===== src/rtl/parameter_ram_arbiter.sv =====
// parameter_ram_arbiter
//   Shares the single write port and single read port of parameter_ram between
//   requester A (host register bus) and requester B (sequencer/loader).
//   Write and read paths each have an independent two-way round-robin arbiter.
//   RAM commands are registered. Read responses are steered back to the issuer
//   by a tag pipeline that is aligned to the RAM read latency.
//
// Ports
//   clk, rst                  clock (rising edge), async active-low reset
//   {a,b}_w{data,add,mask}_in write payload;  {a,b}_wreq_in / {a,b}_wack_out
//   {a,b}_radd_in             read address;   {a,b}_rreq_in / {a,b}_rack_out
//   {a,b}_rdata_out/_rval_out read response (rval is a one-cycle pulse)
//   ram_*_out / ram_*_in      direct connection to parameter_ram
//   err_out                   sticky: rval arrived without a tag, or tag without rval

// Two-requester round-robin arbiter. r_pri = 0 favours A, 1 favours B.
// Priority only moves when both request, so a lone requester never
// steals the other's turn.
module parameter_ram_rr_arb (
  input  logic clk,
  input  logic rst,
  input  logic i_req_a,
  input  logic i_req_b,
  output logic o_gnt_a,
  output logic o_gnt_b
);
  logic r_pri;

  always_comb begin
    o_gnt_a = rst && i_req_a && (!i_req_b || !r_pri);
    o_gnt_b = rst && i_req_b && (!i_req_a ||  r_pri);
  end

  always_ff @(posedge clk or negedge rst) begin
    if (!rst)                    r_pri <= 1'b0;
    else if (i_req_a && i_req_b) r_pri <= ~r_pri;
  end
endmodule

module parameter_ram_arbiter #(
  parameter int DATA_W     = 32,
  parameter int ADDR_W     = 5,
  parameter int RD_LATENCY = 1
) (
  input  logic              clk,
  input  logic              rst,
  input  logic [DATA_W-1:0] a_wdata_in,
  input  logic [ADDR_W-1:0] a_wadd_in,
  input  logic [DATA_W-1:0] a_wmask_in,
  input  logic              a_wreq_in,
  output logic              a_wack_out,
  input  logic [DATA_W-1:0] b_wdata_in,
  input  logic [ADDR_W-1:0] b_wadd_in,
  input  logic [DATA_W-1:0] b_wmask_in,
  input  logic              b_wreq_in,
  output logic              b_wack_out,
  input  logic [ADDR_W-1:0] a_radd_in,
  input  logic              a_rreq_in,
  output logic              a_rack_out,
  input  logic [ADDR_W-1:0] b_radd_in,
  input  logic              b_rreq_in,
  output logic              b_rack_out,
  output logic [DATA_W-1:0] a_rdata_out,
  output logic              a_rval_out,
  output logic [DATA_W-1:0] b_rdata_out,
  output logic              b_rval_out,
  output logic [DATA_W-1:0] ram_wdata_out,
  output logic [ADDR_W-1:0] ram_wadd_out,
  output logic [DATA_W-1:0] ram_wmask_out,
  output logic              ram_wval_out,
  output logic              ram_wen_out,
  output logic [ADDR_W-1:0] ram_radd_out,
  output logic              ram_ren_out,
  input  logic [DATA_W-1:0] ram_rdata_in,
  input  logic              ram_rval_in,
  output logic              err_out
);
  logic w_wgnt_a, w_wgnt_b, w_rgnt_a, w_rgnt_b;

  parameter_ram_rr_arb u_warb (
    .clk(clk), .rst(rst), .i_req_a(a_wreq_in), .i_req_b(b_wreq_in),
    .o_gnt_a(w_wgnt_a), .o_gnt_b(w_wgnt_b)
  );

  parameter_ram_rr_arb u_rarb (
    .clk(clk), .rst(rst), .i_req_a(a_rreq_in), .i_req_b(b_rreq_in),
    .o_gnt_a(w_rgnt_a), .o_gnt_b(w_rgnt_b)
  );

  assign a_wack_out = w_wgnt_a;
  assign b_wack_out = w_wgnt_b;
  assign a_rack_out = w_rgnt_a;
  assign b_rack_out = w_rgnt_b;

  // ---------------- write issue ----------------
  logic              r_wv;
  logic [DATA_W-1:0] r_wdata, r_wmask;
  logic [ADDR_W-1:0] r_wadd;

  always_ff @(posedge clk or negedge rst) begin
    if (!rst) begin
      r_wv    <= 1'b0;
      r_wdata <= '0;
      r_wadd  <= '0;
      r_wmask <= '0;
    end else begin
      r_wv <= w_wgnt_a | w_wgnt_b;
      // payload registers hold their last value when idle
      if (w_wgnt_a) begin
        r_wdata <= a_wdata_in;
        r_wadd  <= a_wadd_in;
        r_wmask <= a_wmask_in;
      end else if (w_wgnt_b) begin
        r_wdata <= b_wdata_in;
        r_wadd  <= b_wadd_in;
        r_wmask <= b_wmask_in;
      end
    end
  end

  assign ram_wdata_out = r_wdata;
  assign ram_wadd_out  = r_wadd;
  assign ram_wmask_out = r_wmask;
  assign ram_wval_out  = r_wv;
  assign ram_wen_out   = r_wv;

  // ---------------- read issue + tag pipeline ----------------
  // Stage 0 is the issue register itself (it drives ram_ren_out), so stage
  // RD_LATENCY lines up with the cycle the RAM raises rval.
  logic [RD_LATENCY:0] r_vld_pipe;
  logic [RD_LATENCY:0] r_id_pipe;   // 0 = A, 1 = B
  logic [ADDR_W-1:0]   r_radd;

  always_ff @(posedge clk or negedge rst) begin
    if (!rst) begin
      r_vld_pipe <= '0;
      r_id_pipe  <= '0;
      r_radd     <= '0;
    end else begin
      r_vld_pipe <= {r_vld_pipe[RD_LATENCY-1:0], w_rgnt_a | w_rgnt_b};
      r_id_pipe  <= {r_id_pipe[RD_LATENCY-1:0],  w_rgnt_b};
      if (w_rgnt_a)      r_radd <= a_radd_in;
      else if (w_rgnt_b) r_radd <= b_radd_in;
    end
  end

  assign ram_ren_out  = r_vld_pipe[0];
  assign ram_radd_out = r_radd;

  // ---------------- response routing ----------------
  logic w_tag_v, w_tag_b, w_hit_a, w_hit_b;
  assign w_tag_v = r_vld_pipe[RD_LATENCY];
  assign w_tag_b = r_id_pipe[RD_LATENCY];
  assign w_hit_a = w_tag_v && ram_rval_in && !w_tag_b;
  assign w_hit_b = w_tag_v && ram_rval_in &&  w_tag_b;

  logic              r_a_rval, r_b_rval, r_err;
  logic [DATA_W-1:0] r_a_rdata, r_b_rdata;

  always_ff @(posedge clk or negedge rst) begin
    if (!rst) begin
      r_a_rval  <= 1'b0;
      r_b_rval  <= 1'b0;
      r_a_rdata <= '0;
      r_b_rdata <= '0;
      r_err     <= 1'b0;
    end else begin
      r_a_rval <= w_hit_a;
      r_b_rval <= w_hit_b;
      if (w_hit_a) r_a_rdata <= ram_rdata_in;
      if (w_hit_b) r_b_rdata <= ram_rdata_in;
      // tag without data (dropped) or data without tag (ignored)
      if (w_tag_v != ram_rval_in) r_err <= 1'b1;
    end
  end

  assign a_rval_out  = r_a_rval;
  assign b_rval_out  = r_b_rval;
  assign a_rdata_out = r_a_rdata;
  assign b_rdata_out = r_b_rdata;
  assign err_out     = r_err;
endmodule


===== config.mk =====
export PLATFORM = sky130hd
export DESIGN_NAME = parameter_ram_arbiter
export DESIGN_NICKNAME = d
export VERILOG_FILES = /design/src/rtl/parameter_ram_arbiter.sv
export SDC_FILE = /design/constraint.sdc
export NUM_CORES = 1
export LEC_CHECK = 0
export ABC_CLOCK_PERIOD_IN_PS = 3440
export BUFFER_PORTS_ARGS = -buffer_cell sky130_fd_sc_hd__buf_2
export CORE_AREA = 2 2 128 130
export CTS_BUF_LIST = sky130_fd_sc_hd__clkbuf_8
export DETAILED_ROUTE_END_ITERATION = 12
export DIE_AREA = 0 0 130 132
export GPL_ROUTABILITY_DRIVEN = 0
export GPL_TIMING_DRIVEN = 0
export PLACE_DENSITY = 0.75
export SLEW_MARGIN = 20
export SYNTH_ARGS = -nofsm -noshare
export SYNTH_HDL_FRONTEND = slang
export SYNTH_SLANG_ARGS = --single-unit

===== constraint.sdc =====
create_clock -name clk -period 3.44 [get_ports clk]
set_clock_uncertainty 0.2 [all_clocks]
set_input_delay 0.688 -clock clk [delete_from_list [all_inputs] [get_ports clk]]
set_output_delay 0.688 -clock clk [all_outputs]
set_load 0.1 [all_outputs]

Word-level counts from Yosys, hierarchy flattened --
Index checks and enable logic that the tools add are counted.
Storage, ports and cells: register bits after elaboration 148, output and inout port bits 148, bits of input ports 187
Operators by class: eq/ne operators 1, multiplexer cells 8, reduce and logical (&&, ||, !) cells 26, bitwise operators 4
Operators with widths (number):
- $mux W32 | 4
- $mux W5 | 4
- $logic_and A1 B1 Y1 | 13
- $logic_not A1 Y1 | 7
- $logic_or A1 B1 Y1 | 4
- $reduce_bool A2 Y1 | 2
- $not A1 Y1 | 2
- $or A1 B1 Y1 | 2
- $ne A1 B1 Y1 | 1

Longest topological paths before layout --
depth in word-level cells 5, gate-level depth with buffers 6, gate-level depth less buffers 3

By module --
A second synthesis with hierarchy kept.
Second synthesis, totals: cell total of the unflattened synthesis 488, area, all modules 6288.5 um^2
Modules (own cells, without submodules):
- parameter_ram_arbiter | times used 1, cells each 472, area each 6170.9 um^2
- parameter_ram_rr_arb | times used 2, cells each 8, area each 58.8 um^2

Worst setup path before layout --
OpenSTA, ideal clock, no wires.
path kind in2out, from in a_wreq_in, to out a_wack_out, data required time 2.552 ns, arrival time 2.454 ns, path slack 0.098 ns, stages on the path 5, path through nand2_2 buf_6 clkbuf_2 buf_2 nor2_1
Between the ends: longest elaborated chain between the ends 2
RTL lines:
- start, declared | RTL line 50 | input logic a_wreq_in,
- $logic_and A1 B1 Y1 (2 in series) | RTL line 30 | o_gnt_a = rst && i_req_a && (!i_req_b || !r_pri);
- end, declared | RTL line 51 | output logic a_wack_out,
Every way passes these cells.

Worst setup path after layout --
from in rst, to out a_wack_out
Between the ends: longest elaborated chain between the ends 2
RTL lines:
- start, declared | RTL line 46 | input logic rst,
- $logic_and A1 B1 Y1 (2 in series) | RTL line 30
Every way passes these cells.

==> flow_metrics.py <==
metrics = {
    "timing": {
        "period_minus_slack_ps": 2940,
        "setup_repair_after_global_routing_missed_its_margin": "no",
        "final_hold_viol_count": 0,
        "period_share_pct": 85.5,
        "worst_slew_pin_slew_ps": 587,
        "maxSlewViolCount": 0,
        "timing.final.setup_violations": 0,
        "f_max_mhz": 340,
        "timing.max_slew.rel_slack_pct": 60.8,
        "finalHoldWorstSlack_ps": 62.4,
    },
    "detailed_routing": {
        "ant_nets": 0,
        "detail_route.wl_per_cell_um": 17.0,
        "routed_wl_mm": 20.0,
        "dr_total_vias": 6008,
        "detailedRoute.firstIterationViolations": 271,
        "viasPerCell": 5.12,
        "drtPass1Iterations": 6,
        "drc_errors": 0,
    },
    "power": {
        "power_leakage_nw": 4.27,
        "total_switching_power_mw": 4.42,
        "comb_power_share_pct": 53.7,
        "power_density_normalized_to_cell_area_nw_per_um2": 869,
        "finalPower_mw": 7.86,
        "power_report.internal_total_mw": 3.44,
        "power.clock.fraction_pct": 16.6,
        "power_switching_share_pct": 56.2,
        "worst_vdd_rail_ir_drop_v": 0.000447,
        "power_frac_seq_pct": 29.6,
    },
    "synth": {
        "avgSynthCellArea_um2": 11.3,
        "yosys_warnings": 0,
        "post_synthesis_register_bit_count": 148,
        "syn-num-nets": 776,
        "synth_cells": 588,
        "synth.yosys.seq_area_share_pct": 56.0,
        "post_synth_num_cell_types": 26,
        "synth.cell_area_um2": 6620,
    },
    "setup_path": {
        "cp-end-kind": "output pin",
        "crit_path_max_fanout": 10,
        "arrival_ps": 2050,
        "crit_path_start": "rst",
        "cp_slowest_cell": "buf_2",
        "cp_common_cell": "buf_2",
        "timing_worst_setup_path_type": "primary input to output pin",
        "worst_ep_required_time_ps": 2550,
        "worst_r2r_startpoint": "r_vld_pipe[1]",
        "critical_path.startpoint_type": "primary input",
        "timing.critical_path.slowest_cell_delay_ps": 430,
        "critical_path.cell_chain": "buf_8 > nand2_2 > buf_6 > clkbuf_2 > buf_2 > nor2_1 > buf_2",
    },
    "clocking": {
        "cts.repair_timing.setup_buffer_count": 0,
        "clock-root-buffer": "clkbuf_8",
        "tritoncts_clock_tree": "built",
        "clock_sink_count": 148,
        "cts_buffers": 17,
        "insertion_delay_ps": 440,
        "reg_clk_slew_reported_paths_ps": 90,
        "clockBufferDepth": 2,
        "post_cts.resized_instances": 0,
        "count_of_h_tree_levels_built_during_cts": 4,
    },
    "place": {
        "place.port_buffers": 333,
        "dp_hpwl_mm": 15.1,
        "dpl-instance-area_um2": 8590,
    },
    "global_route": {
        "grt_util_met3_pct": 7.31,
        "grt_remaining_overflow": 0,
        "global_route_wire_length_before_repair_mm": 30.7,
        "grt_util_met1_pct": 24.8,
        "grt_use_met2_pct": 40.5,
        "first_global_vias": 5961,
        "overall_fraction_of_global_route_tracks_in_use_pct": 22.9,
        "antenna_violations_before_repair": 0,
        "grt-busiest-layer": "met2",
        "grt_max_degree": 54,
    },
    "floorplan": {
        "core-area_um2": 15700,
        "fp.dieW_um": 130,
        "die_area_um2": 17200,
        "start_util_pct": 42.1,
        "std_cell_rows": 46,
        "pin_count": 335,
        "die-height_um": 132,
    },
    "status": {
        "status": "complete, no violations",
    },
    "cells_and_area": {
        "fin_nets": 1132,
        "finalInstanceArea_um2": 9040,
        "insertedDiodeCount": 0,
        "area_delta_synth_final_pct": 36.6,
        "layout_cell_share_with_drive_strength_beyond_1_pct": 49.5,
    },
    "flow_run": {
        "cap_viol_max_count": 0,
    },
    "hold_path": {
        "min_path_type": "primary input to asynchronous set/reset pin",
    },
}
[cell type report]
class,instances,area [um2]
Clock inverter,15,145
Fill cell,1372,6670
Multi-Input combinational cell,381,2600
Buffer,56,307
Sequential cell,148,3700
Inverter,3,11.3
Tap cell,216,270
Clock buffer,17,234
Timing Repair Buffer,337,1770
[state kept, by name, summed over array words and instances, names as in the netlist]
register       count
a_rdata_out       32
b_rdata_out       32
ram_wdata_out     32
ram_wmask_out     32
ram_radd_out       5
ram_wadd_out       5
r_id_pipe          2
r_vld_pipe         2
a_rval_out         1
b_rval_out         1
err_out            1
ram_wen_out        1
u_rarb.r_pri       1
u_warb.r_pri       1
[layout by cell type, fill, tap and decap left out, types with 7 or more instances in the layout]
| cell type | n |
|---|---|
| buf_2 | 359 |
| o21ai_1 | 9 |
| or3b_1 | 69 |
| nand2_1 | 7 |
| clkbuf_1 | 17 |
| o21ai_0 | 65 |
| dfrtp_1 | 148 |
| nor2_1 | 76 |
| mux2_2 | 64 |
| buf_6 | 7 |
| clkbuf_8 | 17 |
| a31oi_1 | 73 |
[kinds of logic (layout without fill, tap and decap cells)]
| kind of cell | Yosys count | in the layout | synth area share (%) |
|---|---|---|---|
| AND/OR/NAND/NOR | 162 | 162 | 14.8 |
| AO/OA/AOI/OAI | 152 | 152 | 13.1 |
| adder cells (fa/ha/maj) | 1 | 1 | 0.189 |
| XOR/XNOR | 2 | 2 | 0.265 |
| flip-flops | 148 | 148 | 56.0 |
| buffers and inverters | 59 | 428 | 4.80 |
| multiplexers | 64 | 64 | 10.9 |
[metal layers]
layer | share of wire (%) | wire, um
met2 | 51 | 10300
met1 | 37 | 7330
met4 | 3.5 | 697
met3 | 8.5 | 1700
met5 | 0 | 0
[worst paths after layout]
path	to	slack, ps	cells after the start
worst max-delay path	a_wack_out	500	7
worst min register to register	r_id_pipe[1]	160	0
worst min-delay path	a_rdata_out[14]	60	2
worst max register to register	a_rdata_out[29]	1490	5
max in group asynchronous	ram_wmask_out[16]	1990	2
min in group clk	r_id_pipe[1]	160	0
[Yosys cell counts]
library cell  number  area (um2)
ha_1               1        12.5
and2_1             1        6.26
buf_4              2        15.0
inv_1              3        11.3
xnor2_1            2        17.5
nand4_1            5        31.3
o21a_1             2        15.0
a31oi_2            1        12.5
a31oi_1           73         457
buf_6              7        78.8
nand2_2            1        6.26
mux2_2            64         721
dfrtp_1          148        3700
clkbuf_2           2        10.0
nand2_1            7        26.3
buf_1              1        3.75
clkbuf_1          17        63.8
a21oi_1            2        10.0
nor2b_1            1        6.26
nor2_1            76         285
buf_2             27         135
and2_4             1        8.76
o21ai_0           65         325
or2_2              1        6.26
o21ai_1            9        45.0
or3b_1            69         604
[metrics by stage]
step,util [%],worst slack (ps),TNS (ps),cells
detailed placement,54.7,-2.39,-2.39,1138
CTS,57.5,507,0,1173
global placement,54.4,-2220,-214440,1137
finish,57.5,500,0,1173
global route,57.5,397,0,1173
floorplan,-,97.6,0,588
[power groups by stage]
| stage | clock (mW) | sequential, mW | combinational [mW] |
|---|---|---|---|
| 6_report | 1.31 | 2.33 | 4.22 |
| 3_5_place_dp | 0 | 2.36 | 4.21 |
| 2_1_floorplan | 0 | 5.10 | 0.682 |
| 5_1_grt | 1.42 | 2.37 | 4.37 |
| 3_3_place_gp | 0 | 2.34 | 4.18 |
| 4_1_cts | 1.35 | 2.32 | 4.23 |
[worst max-delay path, delay by kind of cell]
kind	cells	cell delay (ps)
and+or+nand+nor	2	220
buffers and inverters	5	1130
[timing repair]
item | CTS | global route
hold buffers | 2 | 0
endpoints found under the setup margin | 1 | 0
endpoints found under the hold margin | 53 | 0
(Power assumes the default switching activity.)
